`src/rtl/fifo_gray2bin.sv`:
```
// Combinational Gray-to-binary converter.
// Shared by the write- and read-side FIFO pointer controllers.
module fifo_gray2bin #(
  parameter int WIDTH = 4
) (
  input  logic [WIDTH-1:0] gray,
  output logic [WIDTH-1:0] bin
);

  // Each binary bit is the XOR of every Gray bit at or above it.
  generate
    for (genvar gi = 0; gi < WIDTH; gi++) begin : g_bit
      assign bin[gi] = ^gray[WIDTH-1:gi];
    end
  endgenerate

endmodule

```
`src/rtl/fifo_wr_ctrl.sv`:
```
// Write-side pointer controller for the asynchronous FIFO.
// Provides full, fill level, almost-full and sticky overflow from the synchronised read pointer.
module fifo_wr_ctrl #(
  parameter int MEM_DEPTH = 8,
  parameter int AF_THRESH = MEM_DEPTH - 2,
  localparam int AW       = $clog2(MEM_DEPTH)
) (
  input  logic          W_CLK,
  input  logic          W_RST,
  input  logic          W_INC,
  input  logic          W_OVF_CLR,
  input  logic [AW:0]   WQ2,
  output logic          W_EN,
  output logic [AW-1:0] W_addr,
  output logic [AW:0]   W_ptr,
  output logic          W_FULL,
  output logic          W_ALMOST_FULL,
  output logic [AW:0]   W_LEVEL,
  output logic          W_OVF
);

  // Full means the write pointer is one lap ahead: in Gray code, the top two bits inverted.
  localparam logic [AW:0] GRAY_MASK = {2'b11, {(AW-1){1'b0}}};
  localparam logic [AW:0] AF_LVL    = (AW+1)'(AF_THRESH);

  logic [AW:0] wbin_reg;
  logic [AW:0] wbin_next;
  logic [AW:0] wgray_next;
  logic [AW:0] rbin;
  logic [AW:0] level_next;

  assign W_EN       = W_INC & ~W_FULL;
  assign wbin_next  = wbin_reg + (AW+1)'(W_EN);
  assign wgray_next = wbin_next ^ (wbin_next >> 1);
  assign level_next = wbin_next - rbin;
  assign W_addr     = wbin_reg[AW-1:0];

  fifo_gray2bin #(
    .WIDTH (AW + 1)
  ) u_rptr_g2b (
    .gray (WQ2),
    .bin  (rbin)
  );

  always_ff @(posedge W_CLK or negedge W_RST) begin
    if (!W_RST) begin
      wbin_reg      <= '0;
      W_ptr         <= '0;
      W_FULL        <= 1'b0;
      W_ALMOST_FULL <= 1'b0;
      W_LEVEL       <= '0;
      W_OVF         <= 1'b0;
    end else begin
      wbin_reg      <= wbin_next;
      W_ptr         <= wgray_next;
      W_FULL        <= (wgray_next == (WQ2 ^ GRAY_MASK));
      W_ALMOST_FULL <= (level_next >= AF_LVL);
      W_LEVEL       <= level_next;
      // A dropped write sets the flag even when a clear arrives in the same cycle.
      W_OVF         <= (W_INC & W_FULL) | (W_OVF & ~W_OVF_CLR);
    end
  end

endmodule
```
`config.mk`:
```
export PLATFORM = sky130hd
export DESIGN_NAME = fifo_wr_ctrl
export DESIGN_NICKNAME = d
export VERILOG_FILES = /design/src/rtl/fifo_gray2bin.sv /design/src/rtl/fifo_wr_ctrl.sv
export SDC_FILE = /design/constraint.sdc
export NUM_CORES = 1
export LEC_CHECK = 0
export CAP_MARGIN = 10
export CORE_MARGIN = 1.5
export CORE_UTILIZATION = 47
export DETAILED_ROUTE_END_ITERATION = 10
export PLACE_DENSITY = 0.93
export SLEW_MARGIN = 20
export SYNTH_ARGS = -nofsm -noshare
export SYNTH_HDL_FRONTEND = slang
export SYNTH_HIERARCHICAL = 1
export SYNTH_SLANG_ARGS = --single-unit
```
`constraint.sdc`:
```
create_clock -name W_CLK -period 3.8 [get_ports W_CLK]
set_input_delay 0.76 -clock W_CLK [delete_from_list [all_inputs] [get_ports W_CLK]]
set_output_delay 0.76 -clock W_CLK [all_outputs]
set_load 0.02 [all_outputs]
```
* Yosys cells after proc, flatten, opt, wreduce, memory -nomap -nowiden
Cells that the tools add are included.
** Storage, ports and cells
- Bits of input ports :: 8
- Word-level logic and storage cells :: 21
- Output and inout bits :: 15
- Flip-flop bits (word level) :: 15
** Operators by class
- Add/subtract/negate cells :: 2
- Reductions and logical operators :: 3
- $lt $le $gt $ge :: 1
- Bitwise operators :: 8
- Eq/ne operators :: 1
** Operator list (count)
- adder 4 x 1 -> 4 bit :: 1
- equality test 4 bit :: 1
- >= comparator 4 x 3 -> 1 bit, second input constant :: 1
- parity 4 bit :: 1
- subtractor 4 bit :: 1
- XOR 4 x 3 -> 4 bit :: 1
- AND 1 bit :: 3
- parity 3 bit :: 1
- inverter 1 bit :: 2
- inverter 2 bit :: 1
- parity 2 bit :: 1
- OR 1 bit :: 1

* Logic depth before layout (Yosys ltp)
Gate-level depths: netlist of run 1.
- Depth in word-level cells :: 5
- Mapped depth :: 9
- Mapped depth without buffers :: 9

* Modules after synthesis
Netlist of run 1, hierarchy kept.
** Modules (own cells, without submodules)
- fifo_wr_ctrl :: area an instance 651.9 um^2, cells each 51, instances 1
- fifo_gray2bin :: area an instance 50.0 um^2, cells each 5, instances 1

* Least setup slack after synthesis of run 1
OpenSTA, ideal clock, no wires.
- Kind :: input-to-reg
- Start :: in W_INC
- End :: reg W_ALMOST_FULL
- Data arrival time :: 2.737 ns
- Stages on the path :: 9
- Path slack :: 0.945 ns
- Library setup time :: 0.118 ns
- Cell sequence :: nor2b_1 > ha_1 > ha_1 > xor2_2 > ha_1 > a21oi_1 > o21ai_0 > xor3_1 > a21o_1
** On the way
- Longest elaborated chain between the ends :: 4
** RTL lines
- start: declaration :: RTL line fifo_wr_ctrl.sv:10 : input logic W_INC,
- AND 1 bit :: RTL line fifo_wr_ctrl.sv:32 : assign W_EN = W_INC & ~W_FULL;
- adder 4 x 1 -> 4 bit :: RTL line fifo_wr_ctrl.sv:33 : assign wbin_next = wbin_reg + (AW+1)'(W_EN);
- via wbin_next[2] :: RTL line fifo_wr_ctrl.sv:27 : logic [AW:0] wbin_next;
- subtractor 4 bit :: RTL line fifo_wr_ctrl.sv:35 : assign level_next = wbin_next - rbin;
- via level_next[3] :: RTL line fifo_wr_ctrl.sv:30 : logic [AW:0] level_next;
- >= comparator 4 x 3 -> 1 bit :: RTL line fifo_wr_ctrl.sv:57 : W_ALMOST_FULL <= (level_next >= AF_LVL);
- end signal: assignment :: RTL line fifo_wr_ctrl.sv:57
- end: declaration :: RTL line fifo_wr_ctrl.sv:17 : output logic W_ALMOST_FULL,
The timed path passes the listed nets, and every way through them passes these cells.

* Worst setup path after layout of run 1
Ends and elaborated chain as after synthesis.

==> results of run 1 <==
cells in the final DEF (no fill, tap or decap):
master / netlist / layout
clkdlybuf4s50_1: 0 / 22
dfrtp_1: 14 / 14
inv_1: 8 / 8
xnor2_1: 5 / 5
xor2_1: 5 / 5
ha_1: 5 / 5
nand3_1: 3 / 3
xor2_2: 3 / 3
clkbuf_4: 0 / 3
nand2_1: 2 / 2
o21ai_0: 2 / 2
or3_1: 2 / 2
nor2b_1: 1 / 1
a21oi_1: 1 / 1
xor3_1: 1 / 1
a22oi_1: 1 / 1
a21o_1: 1 / 1
fa_1: 1 / 1
clkbuf_8: 0 / 1
buf_4: 1 / 1
worst reg2reg max path: cells and delay by family, from the launching register on:
family	cells	cell delay, ns
buffers and inverters	1	0.16
flip-flops	1	0.40
AO/OA/AOI/OAI	2	0.32
adder cells (fa/ha/maj)	3	0.72
XOR/XNOR	2	0.34
AND/OR/NAND/NOR	2	0.23
where the power goes:
| part | total [mW] | switching, mW | internal, mW |
|---|---|---|---|
| Combinational | 0.644 | 0.328 | 0.316 |
| Clock | 0.109 | 0.0504 | 0.0585 |
| Sequential | 0.272 | 0.0366 | 0.235 |
layer usage:
layer | GRT usage | wire (µm) | vias up
met1 | 0.188 | 511 | 224
met5 | 0 | 0 | -
li1 | - | - | 224
met3 | 0.0435 | 66 | 5
met2 | 0.228 | 550 | 21
met4 | 0.161 | 46 | 0
final cells by class:
cell class,instances,area (µm²),area share
sequential,14,350,0.359
multi-input combinational,33,314,0.321
timing repair buffer,23,228,0.233
clock buffer,4,36.3,0.0371
inverter,8,30.0,0.0307
tap,15,18.8,0.0192
cells by family (layout without fill, tap and decap cells):
kind of cell | count (synthesis) | after routing | share of synthesized area
AND/OR/NAND/NOR | 8 | 8 | 0.0588
buffers and inverters | 9 | 35 | 0.0535
flip-flops | 14 | 14 | 0.499
AO/OA/AOI/OAI | 5 | 5 | 0.0428
adder cells (fa/ha/maj) | 6 | 6 | 0.118
XOR/XNOR | 14 | 14 | 0.228
worst paths after layout:
kind	end	slack (ns)	cells past startpoint
min in group asynchronous	W_ptr[1]$_DFF_PN0_	0.84	1
worst max register to register	W_ALMOST_FULL$_DFF_PN0_	1.53	10
worst min-delay path	W_OVF$_DFF_PN0_	0.52	2
worst min register to register	W_OVF$_DFF_PN0_	0.52	2
max in group asynchronous	W_LEVEL[0]$_DFF_PN0_	2.58	1
worst max-delay path	W_ALMOST_FULL$_DFF_PN0_	0.94	11
through the flow:
stage	hold slack, ns	total power [mW]	util	instances
CTS	0.520	1.04	0.724	97
finish	0.521	1.02	0.724	97
floorplan	0.464	0.684	-	56
detailed placement	0.501	0.925	0.697	93
global route	0.544	1.10	0.724	97
global placement	0.496	0.901	0.697	93
==> qor.yml, run 1 <==
run_status:
  status: "finished, final reports clean"
floorplanning:
  io-pin-count: 23
  dieHeight_um: 41.6
  dieWidth_um: 41.6
  die-area_um2: 1730
  initial_core_util: 0.520
  core_um2: 1350
  num_rows: 13
drt:
  wire_per_inst_um: 12.1
  route.detailed.drc: 0
  firstDrtPassIters: 4
  routed_wl_um: 1170
  postRouteAntennaNets: 0
  vias: 474
  drtIter0Drc: 3
  via_per_inst: 4.89
place:
  place_congestion: 0.769
  dp_hpwl_um: 936
  port_buffers: 22
  placedInstanceArea_um2: 941
  post-place-ws_ns: 0.628
clock_network:
  clk_pin_slew_ns: 0.08
  htreeDepth: 1
  clk-insertion-delay-late_ns: 0.29
  clock_path_buffers: 2
  postCtsResizedCells: 0
  clock-sinks: 14
  cts_buffers: 3
  cts_tree: "done"
  cts_root_buf: "clkbuf_4"
  ctsHoldBuffers: 0
  cts_setup_buffers: 0
timing:
  max_slew.worst_pin.slew_ns: 0.590
  fmax_mhz: 350
  finalHoldViolations: 0
  tns_ns: 0
  finalCritPeriodShare: 0.752
  slew_violations: 0
  skew_ns: 0.00438
  layout_min_cycle_time_ns: 2.86
  setup_viol: 0
  rsz0062_at_grt: "false"
  finalWorstSetupSlack_ns: 0.941
  slew-limit-headroom: 0.605
global_routing:
  antenna_found_initial: 0
  grt_usage: 0.160
  grt_pass1_wl_um: 1950
  grt_pass1_vias: 454
  grt_max_degree: 15
  overflow: 0
critical_path:
  worstPathArrival_ns: 3.05
  critPathKind: "input port to flip-flop"
  cp_common_cell: "ha_1"
  end_kind: "flip-flop"
  crit_family: "adder cells"
  required_ns: 3.99
  path_buf_inv: 2
  cp-startpoint: "W_INC"
  crit_fanout: 6
  start_kind: "input port"
  critPathSlowestCell: "clkdlybuf4s50_1"
  cp_slowest_stage_delay_ns: 0.42
  crit_chain: "clkdlybuf4s50_1 > nor2b_1 > ha_1 > ha_1 > xor2_2 > buf_4 > ha_1 > nand2_1 > o21ai_0 > xor3_1 > a21o_1"
  timing.rr.start: "W_FULL$_DFF_PN0_"
power_and_ir_drop:
  powerDensity_nw_per_um2: 1050
  vdd_ir_drop_max_uv: 456
  p_leak_nw: 0.452
yosys:
  netlist_instances: 56
  netlist.area_leader.share: 0.499
  syn_avg_cell_area_um2: 12.5
  ys_ff_latch: 14
  synth_edf_count: 0
  netlist_area_um2: 702
  synth_largest_area_cell: "dfrtp_1"
  synth_commonest_cells: "dfrtp_1, inv_1, ha_1, xnor2_1, xor2_1"
  synthFlopType: "dfrtp_1"
  synth.most_common_cell: "dfrtp_1"
  synth_seq_area_share: 0.499
  synth_fp_nets: 70
  ys_warn_count: 6
  synth_area_leaders: "dfrtp_1, ha_1, xor2_2, xnor2_1, xor2_1"
  async_flop_share: 1.00
  yosys.cell_types.count: 17
final_layout:
  drive_gt1_frac: 0.0976
  num-fill-cells: 90
  finalNetCount: 97
  fin_area_um2: 977
  diodes: 0
  syn_to_final_growth_pct: 39.2
flow_run:
  cap_violations: 0
worst_hold_path:
  min_path_type: "flip-flop to flip-flop"
  min-delay-start: "W_FULL$_DFF_PN0_"
No activity file was read; power rests on OpenSTA's default activity.
==> run 2: changes to the inputs <==
Settings changed: CORE_UTILIZATION 47 to 39, PLACE_DENSITY 0.93 to 0.83.
Clock period 3.8 ns to 2.5 ns, I/O delays scaled along.
==> run 2 against run 1 <==
  * Utilization fell by 7.5 points
  * Register-to-register slack got worse by 1.2 ns
  * Largest cell class is now multi-input gates
  * Combinational power rose by 85%
  * Non-clock buffer count rose by 10
  * Cell count rose by 20%
  * Sequential power rose by 59%
  * Flip-flop and latch count did not move
  * Worst setup slack got worse by 0.93 ns
  * Via count rose by 8.9%
==> qor.yml, run 2 (same netlist as run 1, synthesis figures left out) <==
run_status:
  status: "finished, final reports clean"
final_layout:
  syn_to_final_growth_pct: 57.8
  utilization: 0.648  # -0.0755
  finalNetCount: 107  # +10%
  mostFrequentLayoutCells: "clkdlybuf4s50_1, dfrtp_1, buf_4, inv_1"
  drive_gt1_frac: 0.231  # +0.133
  diodes: 0  # unchanged
  layout_commonest_cell: "clkdlybuf4s50_1"
  num-fill-cells: 133  # +48%
critical_path:
  critPathSlowestCell: "clkdlybuf4s50_1"
  cp_slowest_stage_delay_ns: 0.48  # +0.06 ns
  path_buf_inv: 1  # -1
  rrSetupSlack_ns: 0.30  # -1.23 ns
  cp_common_cell: "ha_4"
  crit_chain: "clkdlybuf4s50_1 > nor2b_4 > ha_4 > ha_4 > xor2_4 > ha_4 > a21oi_1 > o21ai_1 > xor3_1 > a21o_1"
  crit_fanout: 3  # -3
  timing.rr.start: "W_FULL$_DFF_PN0_"
  crit_family: "XOR/XNOR gates"
  required_ns: 2.67  # -1.32 ns
  reg2reg_to: "W_ALMOST_FULL$_DFF_PN0_"
  end_kind: "flip-flop"
  critPathKind: "input port to flip-flop"
  start_kind: "input port"
  r2r_cells: 9  # -1
  worstPathArrival_ns: 2.66  # -0.39 ns
  path_depth: 10  # -1
clock_network:
  cts_root_buf: "clkbuf_4"
  clk_pin_slew_ns: 0.08  # about the same
  clock-sinks: 14  # unchanged
  htreeDepth: 1  # unchanged
  cts_buffers: 3  # unchanged
  clk-insertion-delay-late_ns: 0.28  # about the same
  cts_tree: "done"
  clock_path_buffers: 2  # unchanged
drt:
  drtIter0Drc: 13  # +10
  postRouteAntennaNets: 0  # unchanged
  firstDrtPassIters: 4  # unchanged
  routed_wl_um: 1310  # +12%
  wire_per_inst_um: 11.3  # -6.6%
  vias: 516  # +8.9%
  via_per_inst: 4.45  # -9.0%
  route.detailed.drc: 0  # unchanged
worst_hold_path:
  min_path_type: "flip-flop to flip-flop"
  holdPathStages: 2  # unchanged
  min-delay-start: "W_OVF$_DFF_PN0_"
  whs_endpoint: "W_OVF$_DFF_PN0_"
global_routing:
  grt_usage: 0.139  # -0.0211
  overflow: 0  # unchanged
  grt_max_degree: 15  # unchanged
  grt_pass1_wl_um: 2010  # +3.2%
  antenna_found_initial: 0  # unchanged
  grt_pass1_vias: 501  # +10%
power_and_ir_drop:
  powerDensity_nw_per_um2: 1580  # +50%
  p_leak_nw: 0.500  # +11%
  vdd_ir_drop_max_uv: 738  # +62%
  design_power_total_mw: 1.74  # +70%
timing:
  skew_ns: 0.00432  # -0.0000598 ns
  slew_violations: 0  # unchanged
  setup_viol: 0  # unchanged
  fmax_mhz: 402
  finalCritPeriodShare: 0.995
  finalHoldViolations: 0  # unchanged
  layout_min_cycle_time_ns: 2.49
  max_slew.worst_pin.slew_ns: 0.626  # +0.0356 ns
  slew-limit-headroom: 0.582  # -0.0238
floorplanning:
  dieWidth_um: 45.4  # +9.1%
  dieHeight_um: 45.4  # +9.1%
  io-pin-count: 23  # unchanged
  num_rows: 15  # +2
  die-area_um2: 2060  # +19%
  initial_core_util: 0.411  # -0.109
  core_um2: 1710  # +27%
place:
  place_congestion: 0.818  # +6.5%
  port_buffers: 22  # unchanged
  dp_hpwl_um: 1000  # +6.9%
flow_run:
  cap_violations: 0  # unchanged
[run 2: power by group]
part | internal [mW] | total [mW] | switching [mW] | leakage, nW
Clock | 0.0560 | 0.124 | 0.0675 | 0.0138
Combinational | 0.642 | 1.19 | 0.546 | 0.320
Sequential | 0.358 | 0.433 | 0.0753 | 0.167
[run 2: final cells by class]
class | instances | area [µm²] | area share
multi-input combinational | 33 | 370 | 0.334
sequential | 14 | 350 | 0.316
timing repair buffer | 33 | 303 | 0.273
tap | 25 | 31.3 | 0.0282
inverter | 8 | 30.0 | 0.0271
clock buffer | 3 | 22.5 | 0.0203
[run 2: worst max path at each step]
stage,end,from
global route,W_ALMOST_FULL$_DFF_PN0_,W_INC
finish,W_ALMOST_FULL$_DFF_PN0_,W_INC
detailed placement,W_ALMOST_FULL$_DFF_PN0_,W_INC
global placement,W_ALMOST_FULL$_DFF_PN0_,W_INC
floorplan,W_ALMOST_FULL$_DFF_PN0_,W_INC
CTS,W_ALMOST_FULL$_DFF_PN0_,W_INC
[run 2: timing repair]
item / in CTS / in global routing
resized for setup: 0 / 8
hold buffers: 0 / 0
buffers inserted: 0 / 1
endpoints found under the setup margin: 0 / 1
[run 2: layer usage]
| layer | vias up | global-route usage | wire [µm] | part of all wire |
|---|---|---|---|---|
| li1 | 247 | - | - | - |
| met1 | 247 | 0.164 | 492 | 0.38 |
| met2 | 19 | 0.231 | 741 | 0.57 |
| met3 | 3 | 0.0119 | 53 | 0.040 |
| met4 | 0 | 0.106 | 24 | 0.018 |
| met5 | - | 0 | 0 | 0 |
[run 2: stage by stage]
| stage | instances | setup slack (ns) | area, µm² | hold slack (ns) | TNS (ns) |
|---|---|---|---|---|---|
| finish | 116 | 0.0114 | 1110 | 0.531 | 0 |
| floorplan | 56 | 0.0470 | 704 | 0.204 | 0 |
| CTS | 115 | 0.0565 | 1050 | 0.541 | 0 |
| global route | 116 | -0.0475 | 1110 | 0.584 | -0.0475 |
| detailed placement | 112 | -0.241 | 1020 | 0.525 | -0.446 |
| global placement | 112 | -0.209 | 1020 | 0.515 | -0.366 |
[run 2: worst reg2reg max path: cells and delay by family (launching register included)]
| family | cells | cell delay [ns] |
|---|---|---|
| XOR/XNOR | 2 | 0.58 |
| AND/OR/NAND/NOR | 1 | 0.16 |
| flip-flops | 1 | 0.43 |
| AO/OA/AOI/OAI | 3 | 0.39 |
| adder cells (fa/ha/maj) | 3 | 0.54 |
==> run 3: changes to the inputs <==
--- a/constraint.sdc
+++ b/constraint.sdc
@@ -3,2 +3,2 @@
 set_output_delay 0.5 -clock W_CLK [all_outputs]
-set_load 0.02 [all_outputs]
+set_load 0.005 [all_outputs]
==> run 3 against run 2 <==
  * Wire length rose by 4.6%
  * Fmax rose by 1.6%
  * Sequential power fell by 3%
  * Worst hold slack better by 0.0094 ns
  * Worst setup slack better by 0.040 ns
  * Utilization is 2.3 points lower
  * Clock skew shrank 0.0017 ns
  * Non-clock buffer count is the same
  * Clock power is 4% lower
  * Via count is 2.1% lower
  * Die area is the same
  * Critical path type unchanged
  * Critical endpoint unchanged
==> qor.yml, run 3 (same netlist as run 1, synthesis figures left out) <==
run_status:
  status: "finished, final reports clean"
timing:
  finalHoldViolations: 0  # unchanged
  layout_min_cycle_time_ns: 2.45  # -0.0404 ns
  finalWorstSetupSlack_ns: 0.0518  # +0.0404 ns
  setup_viol: 0  # unchanged
  holdWs_ns: 0.541  # +0.00937 ns
  max_slew.worst_pin.slew_ns: 0.611  # -0.0143 ns
  skew_ns: 0.00258  # -0.00174 ns
  slew_violations: 0  # unchanged
  slew-limit-headroom: 0.591  # +0.00955
  finalCritPeriodShare: 0.979  # -0.0162
  fmax_mhz: 408  # +1.6%
final_layout:
  utilization: 0.625  # -0.0234
  num-fill-cells: 127  # -4.5%
  stdcell_count: 116  # unchanged
  finalNetCount: 107  # unchanged
  mostFrequentLayoutCells: "clkdlybuf4s50_1, dfrtp_1, buf_4, inv_1"
  syn_to_final_growth_pct: 52.0
  layout_commonest_cell: "clkdlybuf4s50_1"
  diodes: 0  # unchanged
  drive_gt1_frac: 0.231  # unchanged
place:
  dp_hpwl_um: 1010  # +1.1%
  port_buffers: 22  # unchanged
  placedCellCount: 113  # +0.89%
  post-place-ws_ns: -0.232  # +0.00876 ns
  place_congestion: 0.781  # -4.5%
power_and_ir_drop:
  seq_power_share: 0.276  # +0.028
  p_int_mw: 0.988  # -6.4%
  switching_share: 0.351  # -0.0441
  p_leak_nw: 0.496  # -0.92%
  vdd_ir_drop_max_uv: 772  # +4.7%
  design_power_total_mw: 1.52  # -13%
  clockPowerShare: 0.078  # +0.007
  p_comb_frac: 0.646  # -0.035
  switchingPower_mw: 0.534  # -23%
  powerDensity_nw_per_um2: 1430  # -9.5%
floorplanning:
  io-pin-count: 23  # unchanged
  initial_core_util: 0.411  # unchanged
  dieWidth_um: 45.4  # unchanged
  dieHeight_um: 45.4  # unchanged
  die-area_um2: 2060  # unchanged
  num_rows: 15  # unchanged
  core_um2: 1710  # unchanged
clock_network:
  ctsHoldBuffers: 0  # unchanged
  clock-sinks: 14  # unchanged
  cts_setup_buffers: 0  # unchanged
  cts_root_buf: "clkbuf_4"
  htreeDepth: 1  # unchanged
  cts_buffers: 3  # unchanged
  clk_pin_slew_ns: 0.08  # about the same
  cts_tree: "done"
  clock_path_buffers: 2  # unchanged
  clk-insertion-delay-late_ns: 0.26  # -0.02 ns
drt:
  via_per_inst: 4.35  # -2.1%
  route.detailed.drc: 0  # unchanged
  wire_per_inst_um: 11.8  # +4.6%
  vias: 505  # -2.1%
  drtIter0Drc: 7  # -6
  firstDrtPassIters: 4  # unchanged
  postRouteAntennaNets: 0  # unchanged
  routed_wl_um: 1370  # +4.6%
global_routing:
  grt_max_degree: 15  # unchanged
  overflow: 0  # unchanged
  grt_pass1_vias: 490  # -2.2%
  grt_pass1_wl_um: 2130  # +5.9%
  antenna_found_initial: 0  # unchanged
  grt_usage: 0.148  # +0.00940
flow_run:
  cap_violations: 0  # unchanged
worst_hold_path:
  min_path_type: "flip-flop to flip-flop"
critical_path:
  critPathKind: "input port to flip-flop"
  required_ns: 2.66  # about the same
  crit_fanout: 3  # unchanged
  start_kind: "input port"
  end_kind: "flip-flop"
  worstPathArrival_ns: 2.61  # -0.05 ns
==> run 3: cell counts in the layout (fill, tap and decap cells not counted) <==
No cell type changed its count.
==> run 3: critical path, stage by stage <==
cell	delay, ns
clkdlybuf4s50_1	0.49
nor2b_4	0.16
ha_2	0.18
ha_2	0.19
xor2_2	0.17
ha_1	0.29
a21oi_2	0.17
o21ai_1	0.09
xor3_1	0.21
a21o_1	0.16
==> run 3: what timing repair did <==
action | in CTS | in global routing
endpoints found under the hold margin | 0 | 0
resized for setup | 0 | 6
endpoints found under the setup margin | 0 | 2
==> run 3: path summary, 6_finish.rpt <==
path                            slack [ns]             start                 endpoint  cells after the start
min in group asynchronous             0.61             W_RST    wbin_reg[2]$_DFF_PN0_                      1
worst min-delay path                  0.54   W_OVF$_DFF_PN0_          W_OVF$_DFF_PN0_                      2
worst max register to register        0.37  W_FULL$_DFF_PN0_  W_ALMOST_FULL$_DFF_PN0_                      9
max in group asynchronous             1.49             W_RST     W_LEVEL[1]$_DFF_PN0_                      1
worst min register to register        0.54   W_OVF$_DFF_PN0_          W_OVF$_DFF_PN0_                      2
worst max-delay path                  0.05             W_INC  W_ALMOST_FULL$_DFF_PN0_                     10
==> run 3: through the flow <==
stage               setup TNS (ns)  area [µm²]
finish                           0        1070
global route               -0.0225        1070
CTS                              0        1050
detailed placement          -0.430        1030
global placement            -0.400        1030
floorplan                        0         702
==> run 3: layer usage <==
layer	part of all wire	vias to the layer above	GRT usage
li1	-	246	-
met1	0.41	243	0.196
met2	0.55	14	0.237
met3	0.025	2	0.0119
met4	0.014	0	0.0882
met5	0	-	0
==> run 3: final cells by class <==
class	count	area [µm²]	share of cell area
Multi-Input combinational cell	33	330	0.309
Inverter	8	30.0	0.0281
Timing Repair Buffer	33	303	0.284
Sequential cell	14	350	0.328
Clock buffer	3	22.5	0.0211
Tap cell	25	31.3	0.0293
==> run 3: power groups by stage <==
stage / clock network, mW / logic [mW] / registers [mW]
finish: 0.119 / 0.983 / 0.420
global route: 0.137 / 1.09 / 0.431
CTS: 0.126 / 0.961 / 0.415
detailed placement: 0 / 0.950 / 0.420
global placement: 0 / 0.924 / 0.415
floorplan: 0 / 0.470 / 0.432
